==> src/rtl/picorv32_pcpi_sha2_ctrl.sv <==
// rtl/picorv32_pcpi_sha2_ctrl.sv - PCPI front-end for an external SHA-224/256 compression core
// Holds the message block and digest buffers, sequences the core handshake and guards it with a watchdog.
module picorv32_pcpi_sha2_ctrl #(
  parameter int         BLOCK_WORDS    = 16,
  parameter int         DIGEST_WORDS   = 8,
  parameter logic [6:0] OPCODE         = 7'b0001011,
  parameter logic [6:0] FUNCT7         = 7'b0000000,
  parameter int         TIMEOUT_CYCLES = 1024
) (
  input  logic                      clk,
  input  logic                      reset_n,
  input  logic                      pcpi_valid,
  input  logic [31:0]               pcpi_insn,
  input  logic [31:0]               pcpi_rs1,
  input  logic [31:0]               pcpi_rs2,
  output logic                      pcpi_wr,
  output logic [31:0]               pcpi_rd,
  output logic                      pcpi_wait,
  output logic                      pcpi_ready,
  output logic                      core_reset_n,
  output logic                      core_init,
  output logic                      core_next,
  output logic                      core_mode,
  output logic [32*BLOCK_WORDS-1:0] core_block,
  input  logic                      core_ready,
  input  logic [32*DIGEST_WORDS-1:0] core_digest,
  input  logic                      core_digest_valid
);

  localparam int PTR_W = $clog2(BLOCK_WORDS);
  localparam int DIG_W = (DIGEST_WORDS > 1) ? $clog2(DIGEST_WORDS) : 1;
  localparam int WD_W  = $clog2(TIMEOUT_CYCLES);
  localparam logic [WD_W-1:0] WD_LAST = WD_W'(TIMEOUT_CYCLES - 1);

  localparam logic [2:0] F_LW     = 3'b000;
  localparam logic [2:0] F_INIT   = 3'b001;
  localparam logic [2:0] F_NEXT   = 3'b010;
  localparam logic [2:0] F_DIGEST = 3'b011;
  localparam logic [2:0] F_RESET  = 3'b100;
  localparam logic [2:0] F_STATUS = 3'b101;
  localparam logic [2:0] F_LWI    = 3'b110;

  typedef enum logic [2:0] {
    S_IDLE, S_EXEC, S_START, S_WAIT_ACK, S_WAIT_DONE, S_CORE_RST, S_RESP, S_HOLD
  } state_t;

  state_t           state_q, state_d;
  logic [31:0]      block_q  [BLOCK_WORDS];
  logic [31:0]      block_d  [BLOCK_WORDS];
  logic [31:0]      digest_q [DIGEST_WORDS];
  logic [31:0]      digest_d [DIGEST_WORDS];
  logic [PTR_W-1:0] ptr_q, ptr_d;
  logic [WD_W-1:0]  wd_cnt_q, wd_cnt_d;
  logic             timeout_q, timeout_d;
  logic             digest_ok_q, digest_ok_d;
  logic             mode_q, mode_d;
  logic             rst_cnt_q, rst_cnt_d;
  logic             core_reset_n_q, core_reset_n_d;
  logic             core_init_q, core_init_d;
  logic             core_next_q, core_next_d;
  logic [2:0]       cmd_q, cmd_d;
  logic [31:0]      rs1_q, rs1_d;
  logic [31:0]      rs2_q, rs2_d;
  logic [31:0]      rd_q, rd_d;
  logic             wr_q, wr_d;
  logic             long_q, long_d;

  logic       insn_match;
  logic [2:0] funct3;
  logic       wd_active;
  logic       done_now;
  logic       unused_insn;

  assign funct3      = pcpi_insn[14:12];
  assign insn_match  = pcpi_valid && (pcpi_insn[6:0] == OPCODE) && (pcpi_insn[31:25] == FUNCT7);
  assign unused_insn = ^{pcpi_insn[24:15], pcpi_insn[11:7]};
  assign wd_active   = (state_q == S_START) || (state_q == S_WAIT_ACK) || (state_q == S_WAIT_DONE);
  assign done_now    = (state_q == S_WAIT_DONE) && core_ready && core_digest_valid;

  always_comb begin
    state_d        = state_q;
    block_d        = block_q;
    digest_d       = digest_q;
    ptr_d          = ptr_q;
    wd_cnt_d       = wd_cnt_q;
    timeout_d      = timeout_q;
    digest_ok_d    = digest_ok_q;
    mode_d         = mode_q;
    cmd_d          = cmd_q;
    rs1_d          = rs1_q;
    rs2_d          = rs2_q;
    rd_d           = rd_q;
    wr_d           = wr_q;
    long_d         = long_q;
    core_init_d    = 1'b0;
    core_next_d    = 1'b0;
    core_reset_n_d = 1'b1;
    rst_cnt_d      = 1'b0;

    // A pending second low cycle of the core reset pulse.
    if (rst_cnt_q) begin
      core_reset_n_d = 1'b0;
    end

    case (state_q)
      S_IDLE: begin
        if (insn_match) begin
          cmd_d  = funct3;
          rs1_d  = pcpi_rs1;
          rs2_d  = pcpi_rs2;
          rd_d   = '0;
          wr_d   = 1'b0;
          long_d = 1'b0;
          case (funct3)
            F_LW, F_LWI, F_DIGEST, F_STATUS: state_d = S_EXEC;
            F_INIT, F_NEXT: begin
              mode_d   = pcpi_rs1[0];
              ptr_d    = '0;
              wd_cnt_d = '0;
              long_d   = 1'b1;
              state_d  = S_START;
            end
            F_RESET: begin
              for (int i = 0; i < BLOCK_WORDS; i++) block_d[i] = '0;
              for (int i = 0; i < DIGEST_WORDS; i++) digest_d[i] = '0;
              ptr_d          = '0;
              timeout_d      = 1'b0;
              digest_ok_d    = 1'b0;
              core_reset_n_d = 1'b0;
              rst_cnt_d      = 1'b1;
              long_d         = 1'b1;
              state_d        = S_CORE_RST;
            end
            default: state_d = S_IDLE;
          endcase
        end
      end
      S_EXEC: begin
        case (cmd_q)
          F_LW: begin
            if (rs2_q < 32'(BLOCK_WORDS)) block_d[rs2_q[PTR_W-1:0]] = rs1_q;
          end
          F_LWI: begin
            block_d[ptr_q] = rs1_q;
            ptr_d          = ptr_q + PTR_W'(1);
          end
          F_DIGEST: begin
            wr_d = 1'b1;
            if (rs2_q < 32'(DIGEST_WORDS)) rd_d = digest_q[rs2_q[DIG_W-1:0]];
          end
          F_STATUS: begin
            wr_d = 1'b1;
            rd_d = {24'b0, 4'(ptr_q), timeout_q, digest_ok_q, core_ready, 1'b0};
          end
          default: ;
        endcase
        state_d = S_RESP;
      end
      S_START: begin
        if (core_ready) begin
          if (cmd_q == F_INIT) core_init_d = 1'b1;
          else                 core_next_d = 1'b1;
          state_d = S_WAIT_ACK;
        end
      end
      S_WAIT_ACK: begin
        if (!core_ready) state_d = S_WAIT_DONE;
      end
      S_WAIT_DONE: begin
        if (done_now) begin
          for (int i = 0; i < DIGEST_WORDS; i++) begin
            digest_d[i] = core_digest[32*(DIGEST_WORDS-1-i) +: 32];
          end
          digest_ok_d = 1'b1;
          timeout_d   = 1'b0;
          state_d     = S_RESP;
        end
      end
      S_CORE_RST: begin
        if (!rst_cnt_q) state_d = S_RESP;
      end
      S_RESP: state_d = S_HOLD;
      S_HOLD: begin
        // picorv32 still shows pcpi_valid for the instruction just retired.
        rd_d    = '0;
        wr_d    = 1'b0;
        long_d  = 1'b0;
        state_d = S_IDLE;
      end
      default: state_d = S_IDLE;
    endcase

    // Watchdog: a completed digest in the same cycle wins over expiry.
    if (wd_active) begin
      if ((wd_cnt_q == WD_LAST) && !done_now) begin
        timeout_d      = 1'b1;
        digest_ok_d    = 1'b0;
        core_init_d    = 1'b0;
        core_next_d    = 1'b0;
        core_reset_n_d = 1'b0;
        rst_cnt_d      = 1'b1;
        state_d        = S_RESP;
      end else begin
        wd_cnt_d = wd_cnt_q + WD_W'(1);
      end
    end
  end

  always_ff @(posedge clk) begin
    if (!reset_n) begin
      state_q        <= S_IDLE;
      for (int i = 0; i < BLOCK_WORDS; i++) block_q[i] <= '0;
      for (int i = 0; i < DIGEST_WORDS; i++) digest_q[i] <= '0;
      ptr_q          <= '0;
      wd_cnt_q       <= '0;
      timeout_q      <= 1'b0;
      digest_ok_q    <= 1'b0;
      mode_q         <= 1'b1;
      rst_cnt_q      <= 1'b0;
      core_reset_n_q <= 1'b0;
      core_init_q    <= 1'b0;
      core_next_q    <= 1'b0;
      cmd_q          <= '0;
      rs1_q          <= '0;
      rs2_q          <= '0;
      rd_q           <= '0;
      wr_q           <= 1'b0;
      long_q         <= 1'b0;
    end else begin
      state_q        <= state_d;
      block_q        <= block_d;
      digest_q       <= digest_d;
      ptr_q          <= ptr_d;
      wd_cnt_q       <= wd_cnt_d;
      timeout_q      <= timeout_d;
      digest_ok_q    <= digest_ok_d;
      mode_q         <= mode_d;
      rst_cnt_q      <= rst_cnt_d;
      core_reset_n_q <= core_reset_n_d;
      core_init_q    <= core_init_d;
      core_next_q    <= core_next_d;
      cmd_q          <= cmd_d;
      rs1_q          <= rs1_d;
      rs2_q          <= rs2_d;
      rd_q           <= rd_d;
      wr_q           <= wr_d;
      long_q         <= long_d;
    end
  end

  generate
    for (genvar g = 0; g < BLOCK_WORDS; g++) begin : g_block
      assign core_block[32*(BLOCK_WORDS-1-g) +: 32] = block_q[g];
    end
  endgenerate

  assign pcpi_ready   = (state_q == S_RESP);
  assign pcpi_wr      = pcpi_ready && wr_q;
  assign pcpi_rd      = rd_q;
  assign pcpi_wait    = wd_active || (state_q == S_CORE_RST) || (pcpi_ready && long_q);
  assign core_reset_n = core_reset_n_q;
  assign core_init    = core_init_q;
  assign core_next    = core_next_q;
  assign core_mode    = mode_q;

endmodule

==> config.mk <==
export PLATFORM = sky130hd
export DESIGN_NAME = picorv32_pcpi_sha2_ctrl
export DESIGN_NICKNAME = d
export VERILOG_FILES = /design/src/rtl/picorv32_pcpi_sha2_ctrl.sv
export SDC_FILE = /design/constraint.sdc
export NUM_CORES = 2
export LEC_CHECK = 0
export ABC_AREA = 1
export CORE_AREA = 3 3 353 355
export CTS_BUF_LIST = sky130_fd_sc_hd__clkbuf_16
export CTS_CLUSTER_SIZE = 8
export DETAILED_ROUTE_END_ITERATION = 16
export DIE_AREA = 0 0 356 358
export PLACE_DENSITY = 0.54
export SLEW_MARGIN = 20
export SYNTH_ARGS = -nofsm -noshare
export SYNTH_HDL_FRONTEND = slang
export SYNTH_SLANG_ARGS = --single-unit
==> constraint.sdc <==
create_clock -name clk -period 6.7 [get_ports clk]
set_clock_uncertainty 0.2 [all_clocks]
set_input_delay 1.675 -clock clk [delete_from_list [all_inputs] [get_ports clk]]
set_output_delay 1.675 -clock clk [all_outputs]
set_load 0.02 [all_outputs]
==> summary.txt <==
Clock network
  – Cts hold-fix bufs: 0
  – CTS sink cnt: 893
  – Clk root buf: clkbuf_16
  – Post-CTS sizing: 0
  – CTS tree: yes
  – CTS max path bufs: 3
  – CTS H-tree depth: 4
  – CTS buffer count: 131
  – Clk pin slew, worst setup/hold paths: 0.05 ns
  – Setup bufs post-CTS: 0
  – Worst-Skew Late Latency: 0.73 ns

Place
  – Hpwl dp: 114000 microns
  – Port bufs: 892
  – GP Congestion: 0.850
  – Dpl cells: 6895
  – Pre-CTS setup slack: 1.54 ns

Die
  – Die Y: 358 microns
  – Ports: 908
  – Die Area: 0.127 sq mm
  – Initial Utilization: 29.6%
  – Core area: 0.122 sq mm
  – Rows: 128
  – Die X: 356 microns

Pwr
  – Pwr dens: 236 mW/mm^2
  – Max IR drop VDD: 0.000230 V
  – Leak pwr: 16.8 nW

Critical path
  – WP data arrival: 2.71 ns
  – Worst setup EP type: primary output
  – Worst-path maximum fanout: 5
  – Reg2reg setup slack: 2.77 ns
  – CP Cell Sequence: inv_2 -> nor3_1 -> nand2_1 -> nand3_1 -> clkdlybuf4s50_1
  – Worst Path Required: 4.83 ns
  – Crit path largest cell delay: 0.66 ns
  – Worst setup endpoint: pcpi_wait
  – Crit path kind: flop to primary output
  – R2R depth: 11
  – Crit path launch type: flop
  – Reg2reg end: core_block[314]
  – Worst r2r src: state_q[2]
  – CP max stage cell: clkdlybuf4s50_1
  – Worst Setup SP: state_q[2]

Timing
  – Final worst path period share: 68.5%
  – Final setup viols: 0
  – Setup TNS: 0 ns
  – Slew HR: 16.6%
  – RSZ-0062 raised after global routing: false
  – Post-layout min period: 4.59 ns
  – Peak Freq: 218 MHz
  – Final Max Tran Viols: 0
  – Worst-Margin Slew: 1.25 ns
  – Final worst slack: 2.11 ns
  – Final Hold Fails: 0

Hold path
  – Worst hold path class: flop to flop
  – Worst Hold Depth: 2

Synthesis
  – Netlist Area Pre-Place: 0.0361 sq mm
  – FF+latch count, synth: 893
  – Post-Synthesis Cells: 4782
  – Post-synthesis sequential area ratio: 49.6%
  – Mapped Avg Cell Area: 7.54 sq um
  – Yosys cell types: 33
  – Post-synth net total: 5144
  – Synth Warn #: 0

GRT
  – Initial antenna violation count: 59
  – Largest net degree at the start of global routing: 257
  – GR Util met3: 7.59%
  – GR peak layer: met2
  – Met1 Use GR: 32.5%
  – Global-route wire length before repair: 246000 microns
  – Met2 Track Usage GR: 40.2%
  – Vias in the first global route: 34945
  – GR Overflow Total: 0
  – Gr usage total: 25.7%

Cells and area
  – Layout cell share with drive strength beyond 1: 5.85%
  – Fill count: 12449
  – Finished Layout Cells: 7075
  – Area grow syn2layout: 38.0%
  – Final net count: 5765

Drt
  – Drt via density: 5.34
  – DR vias: 37776
  – Final ANT Viol Nets: 0
  – Starting DRC count in detailed routing: 4101
  – 1st-pass router iterations: 8
  – # DRC: 0
  – Wire length per cell: 24.6 microns
  – WL final: 174000 microns

Job
  – Max Cap Viol: 0

Status
  – Outcome: finished clean
-- cell families (layout without fill, tap and decap cells) --
family	count (synthesis)	count (layout)	synth area share, %
compound gates	1281	1281	18.1
xor+xnor	4	4	0.0972
fa+ha+maj	5	5	0.173
buf+inv	600	1241	6.90
flops	893	893	49.6
other cells	0	27	0
simple gates	1999	1999	25.1
-- critical path, delay by kind of cell (launching register included) --
kind	cells	cell delay, ns
AND/OR/NAND/NOR	3	0.79
buffers and inverters	2	0.78
flip-flops	1	0.42
-- state kept, by name (all words and copies together), names as in the netlist, 3 cells and up --
signal,flops
rs1_q,32
digest_q,256
rs2_q,32
core_block,512
state_q,3
ptr_q,4
cmd_q,3
pcpi_rd,32
wd_cnt_q,10
-- power breakdown --
group | internal [mW] | leakage, nW | switching [mW]
clock | 3.57 | 1.78 | 2.50
sequential | 5.32 | 7.19 | 0.000186
combinational | 0.192 | 7.83 | 0.146
total | 9.08 | 16.8 | 2.64
-- layout by cell type (no fill, tap or decap), drive strengths merged --
master           n
ha               5
clkinvlp         1
bufinv           1
nor3            12
clkinv          11
o21ai          367
a21oi          866
buf             87
nand4          564
clkbuf         133
a31oi            2
inv            117
dfxtp          893
a211oi          11
nor2           463
o22ai            9
xor2             3
nand3           68
diode           27
xnor2            1
clkdlybuf4s50  891
a22o             3
nand2          887
nand3b           3
or2              2
a211o            1
a22oi           22
-- stage by stage --
step / power, mW / hold WS, ns / instance area, sq um / util (%)
after global placement: 5.76 / 0.243 / 46100 / 37.9
after CTS: 11.9 / 0.253 / 49700 / 40.8
after detailed placement: 5.76 / 0.246 / 46100 / 37.9
after global routing: 12.1 / 0.268 / 49700 / 40.9
final: 11.7 / 0.251 / 49800 / 40.9
after floorplan: 5.51 / 0.223 / 36100 / -
-- how the worst min path moves through the flow --
stage | startpoint | end
detailed placement | rs2_q[5] | rs2_q[5]
global route | core_block[266] | core_block[266]
floorplan | rst_cnt_q | core_reset_n
CTS | rs2_q[5] | rs2_q[5]
finish | rs2_q[5] | rs2_q[5]
global placement | rs2_q[5] | rs2_q[5]
-- routing by layer --
metal  wire length [microns]  vias up
met5                     342        -
met4                    8200       52
met3                   15700      378
met2                   78800     1638
met1                   71200    17943
li1                        -    17765
-- cell usage after synthesis (all sizes together) --
cell type	number	area (sq um)
a22oi	22	165
o22ai	9	75.1
ha	5	62.6
nand3	68	355
nand4	564	3530
clkbuf	310	1160
xor2	3	26.3
a211o	1	8.76
nand2	887	3330
nor3	12	60.1
or2	2	12.5
a22o	3	26.3
a211oi	11	82.6
xnor2	1	8.76
clkinv	1	3.75
a21oi	866	4330
a31oi	2	12.5
inv	109	409
nand3b	3	22.5
buf	180	912
nor2	463	1750
o21ai	367	1840
dfxtp	893	17900
-- area by class of cell --
| class | count | area [sq um] | area share, % |
|---|---|---|---|
| Timing Repair Buffer | 978 | 9700 | 19.5 |
| Clock inverter | 20 | 297 | 0.596 |
| Multi-Input combinational cell | 3289 | 16000 | 32.2 |
| Clock buffer | 133 | 3330 | 6.69 |
| Inverter | 110 | 435 | 0.875 |
| Antenna cell | 27 | 67.6 | 0.136 |
| Tap cell | 1625 | 2030 | 4.09 |
| Sequential cell | 893 | 17900 | 35.9 |
Note: power is estimated with default switching activity, not from simulation.
